--- src/rtl/drum_hit_detector.sv ---
// Drum hit detector: thresholds per-frame peak amplitude, holds off, re-arms with hysteresis.
// Define DRUM_BAND_CLASSIFY_EN to classify hits into kick/snare/hi-hat bands by frequency.
module drum_hit_detector #(
    parameter logic [9:0]  THRESH         = 10'd200,
    parameter logic [9:0]  HYST           = 10'd40,
    parameter logic [3:0]  HOLDOFF_FRAMES = 4'd6,
    parameter logic [12:0] BAND0_MAX      = 13'd300,
    parameter logic [12:0] BAND1_MAX      = 13'd1200
) (
    input  logic        clock,
    input  logic        reset_n,
    input  logic        frame_end,
    input  logic [12:0] max_freq,
    input  logic [9:0]  max_amp,
    output logic        hit,
    output logic [1:0]  drum_id,
    output logic [12:0] hit_freq,
    output logic [9:0]  hit_amp,
    output logic        busy
);

    localparam logic [1:0] ARMED   = 2'd0;
    localparam logic [1:0] HOLDOFF = 2'd1;
    localparam logic [1:0] REARM   = 2'd2;

    // Saturate so an oversized hysteresis never wraps into a huge level.
    localparam logic [9:0] REARM_LVL = (HYST > THRESH) ? 10'd0 : (THRESH - HYST);

    logic [1:0] state;
    logic [3:0] count;
    logic       trig;

    assign trig = frame_end && (state == ARMED) && (max_amp >= THRESH);
    assign busy = (state != ARMED);

    always_ff @(posedge clock or negedge reset_n) begin
        if (!reset_n) begin
            state    <= ARMED;
            count    <= 4'd0;
            hit      <= 1'b0;
            hit_freq <= 13'd0;
            hit_amp  <= 10'd0;
        end else begin
            hit <= trig;
            if (frame_end) begin
                unique case (state)
                    ARMED: begin
                        if (trig) begin
                            hit_freq <= max_freq;
                            hit_amp  <= max_amp;
                            count    <= HOLDOFF_FRAMES;
                            state    <= (HOLDOFF_FRAMES == 4'd0) ? REARM : HOLDOFF;
                        end
                    end
                    HOLDOFF: begin
                        count <= count - 4'd1;
                        if (count <= 4'd1) begin
                            state <= REARM;
                        end
                    end
                    REARM: begin
                        if (max_amp < REARM_LVL) begin
                            state <= ARMED;
                        end
                    end
                    default: state <= ARMED;
                endcase
            end
        end
    end

`ifdef DRUM_BAND_CLASSIFY_EN
    logic [1:0] band;

    always_comb begin
        band = 2'd2;
        if (max_freq <= BAND0_MAX) begin
            band = 2'd0;
        end else if (max_freq <= BAND1_MAX) begin
            band = 2'd1;
        end
    end

    always_ff @(posedge clock or negedge reset_n) begin
        if (!reset_n) begin
            drum_id <= 2'd0;
        end else if (trig) begin
            drum_id <= band;
        end
    end
`else
    assign drum_id = 2'd0;
`endif

endmodule

--- config.mk ---
export PLATFORM = sky130hd
export DESIGN_NAME = drum_hit_detector
export DESIGN_NICKNAME = d
export VERILOG_FILES = /design/src/rtl/drum_hit_detector.sv
export SDC_FILE = /design/constraint.sdc
export NUM_CORES = 1
export LEC_CHECK = 0
export BUFFER_PORTS_ARGS = -buffer_cell sky130_fd_sc_hd__clkbuf_2
export CORE_MARGIN = 8
export CORE_UTILIZATION = 50
export DETAILED_ROUTE_END_ITERATION = 10
export PLACE_DENSITY = 0.82
export SYNTH_ARGS = -nofsm -noshare
export SYNTH_HDL_FRONTEND = slang
export SYNTH_SLANG_ARGS = --single-unit
export TNS_END_PERCENT = 1
--- constraint.sdc ---
create_clock -name clock -period 2.8 [get_ports clock]
set_input_delay 0.56 -clock clock [delete_from_list [all_inputs] [get_ports clock]]
set_output_delay 0.56 -clock clock [all_outputs]
set_load 0.02 [all_outputs]
==> flow_summary_export.csv, run 1 <==
group,metric,value,unit
drt,remaining_drc_errors,0,
global_routing,grt_pass1_wl,4457,µm
die,core_area,2663,µm²
worst_setup_path,r2r_start,"state[0]",
synth,ys.warnings.count,0,
pwr,total_power,2.006,mW
worst_hold_path,hold_path_class,"in -> async",
synth,seq_area_frac_synth,0.5571,
outcome,outcome,"finished, final reports clean",
die,ioPinCount,53,
clock_network,worstSkewPairLatency,320,ps
synth,synthTopCellsByArea,"dfrtp_1, mux2_4, mux2_2, a22o_1, ha_1",
global_routing,grtUsageMet1,0.1524,
sta,final_hold_viol_count,0,
drt,wire_per_inst,16.13,µm
synth,avgSynthCellArea,14.49,µm²
worst_setup_path,end_kind,"flip-flop",
flow_run,cap_violations,0,
sta,max_freq,544.8,MHz
worst_setup_path,critPathRequiredTime,3010,ps
worst_setup_path,critPathKind,"reg -> reg",
worst_setup_path,worstPathMaxFanout,23,
clock_network,cts_hold_buf,0,
synth,synth_ff_type,"dfrtp_1",
worst_setup_path,worstSetupStartpoint,"state[0]",
synth,synth.largest_area_cell,"dfrtp_1",
sta,slew_violations,0,
sta,finalSetupTns,0,ps
drt,num_vias,921,
global_routing,grt_usage,0.1307,
drt,drt-initial-drc-count,38,
cells_and_area,multi_input_area,543.0,µm²
clock_network,post-cts-setup-buffer-count,0,
worst_setup_path,reg2reg_slack,960,ps
die,die_h,67.92,µm
worst_setup_path,r2r-end,"hit_amp[6]",
cells_and_area,fillers,218,
pwr,ir_worst_vdd,977.5,µV
synth,yosysTopAreaCellShare,0.5571,
worst_setup_path,crit_slowest_cell,"dfrtp_1",
sta,hold_slack,284.5,ps
drt,routed_wl,2871,µm
global_routing,grt_antenna_before_repair,0,
clock_network,cts_root_buf,"clkbuf_4",
global_routing,gr-total-overflow,0,
drt,vias_per_cell,5.174,
worst_setup_path,cp.arrival,2050,ps
pwr,p_per_area,1207,nW/µm²
drt,dr.pass1.iters,4,
synth,synth_seq_cells,30,
global_routing,grt_pass1_vias,914,
clock_network,cts_max_level,2,
sta,rsz0062_at_grt,"no",
die,dieArea,4612,µm²
worst_setup_path,cp_cell_sequence,"or2_1 > nor2_4 > o31a_4 > mux2_2",
sta,worst_pin_slew,741.6,ps
cells_and_area,drive_gt1_frac,0.5578,
clock_network,clkTransAtPathRegs,100,ps
synth,syn_area,1348,µm²
clock_network,cts_made_buffers,5,
pwr,leakagePower,0.8543,nW
cells_and_area,num_antenna_cells,0,
clock_network,postCtsResizedCells,0,
synth,syn_inst,93,
global_routing,use_met2,0.2118,
clock_network,cts_tree,"built",
synth,yosysMostFrequentCell,"dfrtp_1",
worst_setup_path,start_kind,"flip-flop",
worst_setup_path,critPathMaxStageDelay,480,ps
cells_and_area,area_delta_synth_final,23.31,%
global_routing,grt_max_degree,31,
place,placed_cells,170,
place,hpwl,2237,µm
sta,finalCritPeriodShare,0.6555,
die,initial_core_util,0.5061,
sta,setup_viol,0,
die,num_rows,19,
synth,synth_edf_count,0,
worst_setup_path,crit_end,"hit_amp[6]",
drt,ant_nets,0,
synth,async_flop_share,1.000,
global_routing,busiest_layer,"met2",
cells_and_area,fin_cells,178,
sta,skew,9.782,ps
clock_network,clockBufferDepth,2,
sta,relSlewSlack,0.5056,
worst_setup_path,r2r_cells,4,
cells_and_area,seq_area,750.7,µm²
clock_network,cts.sinks,30,
die,die_w,67.92,µm
cells_and_area,nets,174,
place,io_buffers,50,
synth,synth_cell_type_count,27,
global_routing,gr-usage-met3,0.05074,
sta,period_needed,1835,ps
synth,synth_common_cells,"dfrtp_1, mux2_4, o21ai_0",
place,gp_congestion,0.7324,
layer usage:
layer,share of wire,wire length [µm],vias to the layer above
met5,0,0,-
met4,0.0080,23,0
met3,0.12,345,3
met2,0.49,1411,39
met1,0.38,1091,448
li1,-,-,431
how the worst min path moves through the flow:
stage | end | slack [ps] | cells past startpoint
after floorplan | count[0] | 260 | 0
after global placement | hit_amp[9] | 490 | 1
after detailed placement | hit_amp[9] | 500 | 1
after CTS | hit_freq[0] | 290 | 1
after global routing | hit_freq[0] | 340 | 1
final | hit_freq[12] | 280 | 1
area by class of cell:
cell class	instances	share of cell area
Inverter	4	0.009036
Sequential cell	30	0.4518
Clock buffer	6	0.03087
Multi-Input combinational cell	55	0.3268
Tap cell	31	0.02334
Timing Repair Buffer	50	0.1506
Clock inverter	2	0.007530
through the flow:
step                      area [µm²]    util  setup WS, ps
after CTS                       1662  0.6241         940.2
after global routing            1662  0.6241         872.2
final                           1662  0.6241         964.6
after floorplan                 1351       -         985.1
after global placement          1598  0.6001         836.7
after detailed placement        1598  0.6001         789.7
flip-flops by register name, indices dropped and copies added, names as in the netlist:
name / flops
hit_freq: 13
count: 4
hit: 1
state: 2
hit_amp: 10
placed cells by master, fill, tap and decap left out, drive strengths merged:
cell      synthesis  routed
clkbuf            0      56
dfrtp            30      30
mux2             21      21
o21ai             5       5
inv               4       4
a21oi             4       4
nor2              4       4
a22o              3       3
nor3              2       2
ha                2       2
conb              1       2
or2               1       1
o311a             1       1
o31a              1       1
a21o              1       1
nor2b             1       1
o21a              1       1
a31o              1       1
nand2             1       1
mux2i             1       1
o41a              1       1
nand3             1       1
a32oi             1       1
clkinvlp          0       1
clkinv            0       1
where the power goes:
part	total, mW	internal (mW)	leakage [nW]	switching, mW
clock	0.267	0.121	0.0343	0.146
sequential	0.799	0.649	0.355	0.150
combinational	0.940	0.450	0.465	0.491
total	2.01	1.22	0.854	0.787
critical path: cells and delay by family, from the launching register on:
kind | cells | cell delay [ps]
AND/OR/NAND/NOR | 2 | 450
multiplexers | 1 | 390
AO/OA/AOI/OAI | 1 | 410
flip-flops | 1 | 480
logic make-up after synthesis:
family	synth area share
flip-flops	0.5571
multiplexers	0.2331
AO/OA/AOI/OAI	0.1059
AND/OR/NAND/NOR	0.03992
buffers and inverters	0.04270
adder cells (fa/ha/maj)	0.01857
other	0.002783
No activity file was read; power rests on OpenSTA's default activity.
==> run 2: changes to the inputs <==
--- a/config.mk
+++ b/config.mk
@@ -7,9 +7,9 @@
 export LEC_CHECK = 0
 export BUFFER_PORTS_ARGS = -buffer_cell sky130_fd_sc_hd__clkbuf_2
 export CORE_MARGIN = 8
-export CORE_UTILIZATION = 50
+export CORE_UTILIZATION = 47
 export DETAILED_ROUTE_END_ITERATION = 10
-export PLACE_DENSITY = 0.82
+export PLACE_DENSITY = 0.78
 export SYNTH_ARGS = -nofsm -noshare
 export SYNTH_HDL_FRONTEND = slang
 export SYNTH_SLANG_ARGS = --single-unit
==> constraint.sdc (replaced) <==
create_clock -name clock -period 1.8 [get_ports clock]
set_input_delay 0.36 -clock clock [delete_from_list [all_inputs] [get_ports clock]]
set_output_delay 0.36 -clock clock [all_outputs]
set_load 0.02 [all_outputs]
==> run 2 against run 1 <==
Effect of this change:
- setup slack worse by 860 ps
- wire length increased by 9.7%
- non-clock buffer count grew 3
- die area is 4.9% higher
- maximum frequency is 8.2% higher
- sequential cell count stayed put
- critical path type unchanged
- critical endpoint is now hit_freq[5]
==> flow_summary_export.csv, run 2 (same netlist as run 1, synthesis figures left out) <==
group,metric,value,unit
clock_network,postCtsResizedCells,0,
clock_network,worstSkewPairLatency,330,ps
die,ioPinCount,53,
cells_and_area,final_area,1742,µm²
sta,setup_slack,104.5,ps
clock_network,clkTransAtPathRegs,100,ps
sta,slew_violations,0,
cells_and_area,reg_top3,"hit_freq: 13 flops, hit_amp: 10 flops, count: 4 flops",
cells_and_area,num_antenna_cells,0,
clock_network,cts_made_buffers,5,
worst_setup_path,critPathRequiredTime,2030,ps
worst_setup_path,r2r_start,"state[1]",
global_routing,grt_pass1_vias,1059,
pwr,leakagePower,0.8955,nW
worst_setup_path,end_kind,"flip-flop",
die,die_h,69.55,µm
pwr,p_seq_frac,0.355,
pwr,swShare,0.3637,
drt,ant_nets,0,
cells_and_area,layout_common_cells,"clkbuf_2, dfrtp_1, mux2_4",
die,num_rows,19,
die,dieArea,4837,µm²
place,io_buffers,50,
global_routing,gr-total-overflow,0,
place,place_ws,28.06,ps
clock_network,cts_max_level,2,
drt,num_vias,940,
pwr,comb_power_share,0.441,
drt,remaining_drc_errors,0,
worst_setup_path,start_kind,"flip-flop",
pwr,ir_worst_vdd,1490,µV
worst_setup_path,cp.arrival,1920,ps
sta,max_freq,589.8,MHz
sta,period_needed,1696,ps
worst_setup_path,critPathKind,"reg -> reg",
clock_network,cts_root_buf,"clkbuf_4",
flow_run,cap_violations,0,
sta,worst_pin_slew,736.8,ps
clock_network,clockBufferDepth,2,
cells_and_area,nets,178,
global_routing,grt_max_degree,31,
drt,dr.pass1.iters,4,
pwr,pwr-share-clk,0.203,
cells_and_area,top_register,"hit_freq",
cells_and_area,fin_cells,182,
clock_network,cts_hold_buf,0,
cells_and_area,largest_reg_flops,13,
die,initial_core_util,0.4929,
worst_setup_path,crit_slowest_cell,"o31a_2",
global_routing,grt_usage,0.1298,
global_routing,grt_pass1_wl,5064,µm
place,placed_cells,173,
drt,drt-initial-drc-count,48,
cells_and_area,final_common_cell,"clkbuf_2",
worst_setup_path,critPathMaxStageDelay,420,ps
clock_network,cts.sinks,30,
die,die_w,69.55,µm
die,core_area,2734,µm²
sta,finalCritPeriodShare,0.9420,
place,hpwl,2301,µm
place,place_area,1620,µm²
drt,vias_per_cell,5.165,
sta,skew,10.64,ps
global_routing,grt_antenna_before_repair,0,
worst_setup_path,cp_cell_sequence,"or2_1 > nor2_4 > o31a_2 > mux2_4",
sta,relSlewSlack,0.5088,
worst_setup_path,worstPathMaxFanout,11,
sta,finalSetupTns,0,ps
worst_hold_path,hold_path_class,"in -> async",
pwr,p_sw,1.260,mW
sta,setup_viol,0,
drt,routed_wl,3150,µm
place,gp_congestion,0.7935,
pwr,p_per_area,1988,nW/µm²
sta,final_hold_viol_count,0,
sta,rsz0062_at_grt,"no",
worst_setup_path,worstSetupStartpoint,"state[1]",
outcome,outcome,"finished, final reports clean",
cells_and_area,drive_gt1_frac,0.5695,
clock_network,cts_tree,"built",
cells_and_area,area_delta_synth_final,29.25,%
clock_network,post-cts-setup-buffer-count,0,
pwr,p_int,2.203,mW
drt,wire_per_inst,17.31,µm
-- run 2: cell count changes in the layout (fill, tap and decap cells not counted), sizes merged --
cell / delta
buf: +3
bufinv: +2
clkinv: -1
clkinvlp: -1
o31a: +1
-- run 2: final timing paths --
kind                       slack (ps)  cells after the start      endpoint
min reg2reg                       510                      1    hit_amp[9]
min in group clock                250                      2  hit_freq[11]
max                               100                      4   hit_freq[5]
max reg2reg                       100                      4   hit_freq[5]
min                                70                      1   hit_freq[1]
max in group asynchronous        1250                      1      count[0]
-- run 2: per-layer routing --
| metal | vias up | routed length, µm | global-route usage | share of wire |
|---|---|---|---|---|
| met5 | - | 0 | 0 | 0 |
| met4 | 0 | 71 | 0.04556 | 0.023 |
| met3 | 7 | 180 | 0.06438 | 0.057 |
| met2 | 29 | 1611 | 0.2141 | 0.51 |
| met1 | 457 | 1286 | 0.1402 | 0.41 |
| li1 | 447 | - | - | - |
-- run 2: power groups by stage --
stage / Clock, mW / Combinational (mW) / Sequential [mW]
finish: 0.704 / 1.53 / 1.23
global route: 0.745 / 1.65 / 1.28
CTS: 0.715 / 1.53 / 1.23
detailed placement: 0 / 1.54 / 1.23
global placement: 0 / 1.49 / 1.21
floorplan: 0 / 0.746 / 1.53
-- run 2: layout make-up --
| class | instances | area (µm²) |
|---|---|---|
| Clock buffer | 6 | 51.30 |
| Tap cell | 31 | 38.79 |
| Clock inverter | 2 | 60.06 |
| Multi-Input combinational cell | 56 | 553.0 |
| Sequential cell | 30 | 750.7 |
| Inverter | 4 | 15.01 |
| Timing Repair Buffer | 53 | 272.8 |
| Fill cell | 222 | 992.2 |
-- run 2: worst max-delay path: cells and delay by family (launching register included) --
family / cells / cell delay [ps]
DFF: 1 / 410
AOI/OAI and AO/OA: 1 / 420
and+or+nand+nor: 2 / 430
muxes: 1 / 330
-- run 2: through the flow --
step           utilization  power (mW)  hold WS, ps
6_report            0.6371       3.463        65.07
5_1_grt             0.6371       3.679        110.1
4_1_cts             0.6334       3.475        83.14
3_5_place_dp        0.5927       2.769        453.2
3_3_place_gp        0.5927       2.697        431.4
2_1_floorplan            -       2.281        64.41
==> run 3: changes to the inputs <==
--- a/config.mk
+++ b/config.mk
@@ -5,11 +5,12 @@
 export SDC_FILE = /design/constraint.sdc
 export NUM_CORES = 1
 export LEC_CHECK = 0
+export ABC_AREA = 1
 export BUFFER_PORTS_ARGS = -buffer_cell sky130_fd_sc_hd__clkbuf_2
 export CORE_MARGIN = 8
-export CORE_UTILIZATION = 47
+export CORE_UTILIZATION = 48
 export DETAILED_ROUTE_END_ITERATION = 10
-export PLACE_DENSITY = 0.78
+export PLACE_DENSITY = 0.79
 export SYNTH_ARGS = -nofsm -noshare
 export SYNTH_HDL_FRONTEND = slang
 export SYNTH_SLANG_ARGS = --single-unit
==> run 3 against run 2 <==
Effect of this change:
- wire length shrank 2.5%
- first-iteration DRC count rose by 15%
- design area shrank 3.4%
- largest cell class unchanged
==> flow_summary_export.csv, run 3 <==
group,metric,value,unit
worst_setup_path,cp_cell_sequence,"nor2_4 > inv_1 > clkbuf_2",
worst_setup_path,reg2reg_slack,430,ps
synth,avgSynthCellArea,8.611,µm²
die,core_area,2758,µm²
synth,syn_inst,161,
synth,synth_common_cells,"nand2_1, dfrtp_1, nand2_2",
sta,finalSetupTns,0,ps
clock_network,post-cts-setup-buffer-count,0,
die,initial_core_util,0.5027,
cells_and_area,num_antenna_cells,0,
die,die_w,69.74,µm
outcome,outcome,"finished, final reports clean",
synth,synth.largest_area_cell,"dfrtp_1",
sta,rsz0062_at_grt,"no",
synth,yosysTopAreaCellShare,0.5415,
worst_setup_path,start_kind,"flip-flop",
worst_setup_path,end_kind,"output port",
worst_setup_path,cpLargestDelayFamily,"flip-flops",
worst_setup_path,r2r-end,"hit_freq[0]",
place,io_buffers,50,
worst_setup_path,critPathMaxStageDelay,430,ps
clock_network,cts_made_buffers,5,
synth,synth_seq_cells,30,
worst_setup_path,cp.arrival,1120,ps
sta,setup_slack,320.7,ps
global_routing,gr-total-overflow,0,
synth,seq_area_frac_synth,0.5415,
synth,synth_ff_type,"dfrtp_1",
die,die_h,69.74,µm
drt,wire_per_inst,12.59,µm
synth,syn_area,1386,µm²
cells_and_area,layout_common_cells,"nand2_1, clkbuf_2, dfrtp_1",
sta,relSlewSlack,0.5243,
clock_network,cts_root_buf,"clkbuf_4",
die,ioPinCount,53,
drt,drt-initial-drc-count,55,
worst_setup_path,crit_slowest_cell,"dfrtp_1",
worst_setup_path,r2r_cells,5,
worst_setup_path,r2r_start,"state[0]",
cells_and_area,area_delta_synth_final,21.30,%
worst_setup_path,worstPathBufferInverterCount,2,
cells_and_area,final_common_cell,"nand2_1",
sta,finalCritPeriodShare,0.8218,
synth,synth_edf_count,0,
synth,yosysMostFrequentCell,"nand2_1",
worst_setup_path,worstSetupStartpoint,"state[0]",
clock_network,postCtsResizedCells,0,
die,dieArea,4864,µm²
worst_setup_path,worstPathMaxFanout,4,
clock_network,cts_max_level,2,
sta,skew,8.708,ps
clock_network,cts.sinks,30,
place,place_ws,376.8,ps
synth,async_flop_share,1.000,
cells_and_area,reg_top3,"hit_freq: 13 flops, hit_amp: 10 flops, count: 4 flops",
worst_setup_path,critPathRequiredTime,1440,ps
clock_network,clockBufferDepth,2,
flow_run,cap_violations,0,
pwr,p_per_area,1752,nW/µm²
cells_and_area,top_register,"hit_freq",
synth,synthTopCellsByArea,"dfrtp_1, nand2_1, nand2_2, inv_1, nand3_1",
place,hpwl,2414,µm
drt,routed_wl,3072,µm
pwr,ir_worst_vdd,1154,µV
sta,max_freq,676.0,MHz
clock_network,cts_tree,"built",
sta,worst_pin_slew,713.6,ps
drt,ant_nets,0,
sta,final_hold_viol_count,0,
global_routing,grt_pass1_wl,5457,µm
drt,dr.pass1.iters,4,
cells_and_area,fillers,266,
global_routing,grt_max_degree,31,
synth,synth_cell_type_count,22,
pwr,leakagePower,0.9894,nW
clock_network,worstSkewPairLatency,320,ps
drt,remaining_drc_errors,0,
cells_and_area,drive_gt1_frac,0.3427,
sta,setup_viol,0,
global_routing,grt_usage,0.1342,
worst_setup_path,critPathKind,"reg -> out",
cells_and_area,largest_reg_flops,13,
drt,num_vias,1149,
sta,slew_violations,0,
global_routing,grt_antenna_before_repair,0,
clock_network,cts_hold_buf,0,
worst_hold_path,hold_path_class,"in -> async",
global_routing,grt_pass1_vias,1184,
cells_and_area,nets,242,
sta,period_needed,1479,ps
drt,vias_per_cell,4.709,
clock_network,clkTransAtPathRegs,90,ps
synth,ys.warnings.count,0,
die,num_rows,19,
place,gp_congestion,0.7912,
run 3: kinds of logic (layout without fill, tap and decap cells):
logic type	Yosys count	after routing	share of synthesized area
buffers and inverters	17	68	0.07221
adder cells (fa/ha/maj)	2	2	0.01805
AND/OR/NAND/NOR	104	104	0.3376
AO/OA/AOI/OAI	6	6	0.02166
flip-flops	30	30	0.5415
XOR/XNOR	1	1	0.006319
other	1	2	0.002705
run 3: how the worst max path moves through the flow:
| stage | endpoint | depth (start not counted) | slack [ps] |
|---|---|---|---|
| 6_report | busy | 3 | 320 |
| 4_1_cts | busy | 3 | 300 |
| 2_1_floorplan | state[0] | 11 | 620 |
| 3_3_place_gp | hit_amp[8] | 7 | 400 |
| 3_5_place_dp | hit_amp[8] | 7 | 380 |
| 5_1_grt | busy | 3 | 250 |
run 3: per-layer routing:
metal | vias to the layer above | global-route usage | share of wire
met5 | - | 0 | 0
met4 | 0 | 0.05357 | 0.014
met3 | 7 | 0.05293 | 0.062
met2 | 34 | 0.2131 | 0.46
met1 | 517 | 0.1581 | 0.46
li1 | 591 | - | -
run 3: through the flow:
stage / instance area [µm²] / power, mW / cells / utilization / hold WS, ps
2_1_floorplan: 1390 / 2.154 / 162 / - / 64.41
3_3_place_gp: 1630 / 2.559 / 238 / 0.5912 / 440.6
3_5_place_dp: 1630 / 2.595 / 238 / 0.5912 / 447.8
4_1_cts: 1682 / 2.985 / 244 / 0.6098 / 97.42
5_1_grt: 1682 / 3.199 / 244 / 0.6098 / 127.1
6_report: 1682 / 2.947 / 244 / 0.6098 / 79.76
run 3: report_power, final:
group / switching [mW] / leakage [nW] / internal, mW
clock: 0.208 / 0.0302 / 0.176
combinational: 0.910 / 0.586 / 0.460
sequential: 0.208 / 0.373 / 0.985
total: 1.33 / 0.989 / 1.62
run 3: layout make-up:
class | count | area (µm²) | share of cell area
Clock buffer | 6 | 51.30 | 0.03051
Inverter | 11 | 43.79 | 0.02604
Multi-Input combinational cell | 115 | 539.3 | 0.3207
Sequential cell | 30 | 750.7 | 0.4464
Tap cell | 31 | 38.79 | 0.02307
Timing Repair Buffer | 51 | 257.7 | 0.1533
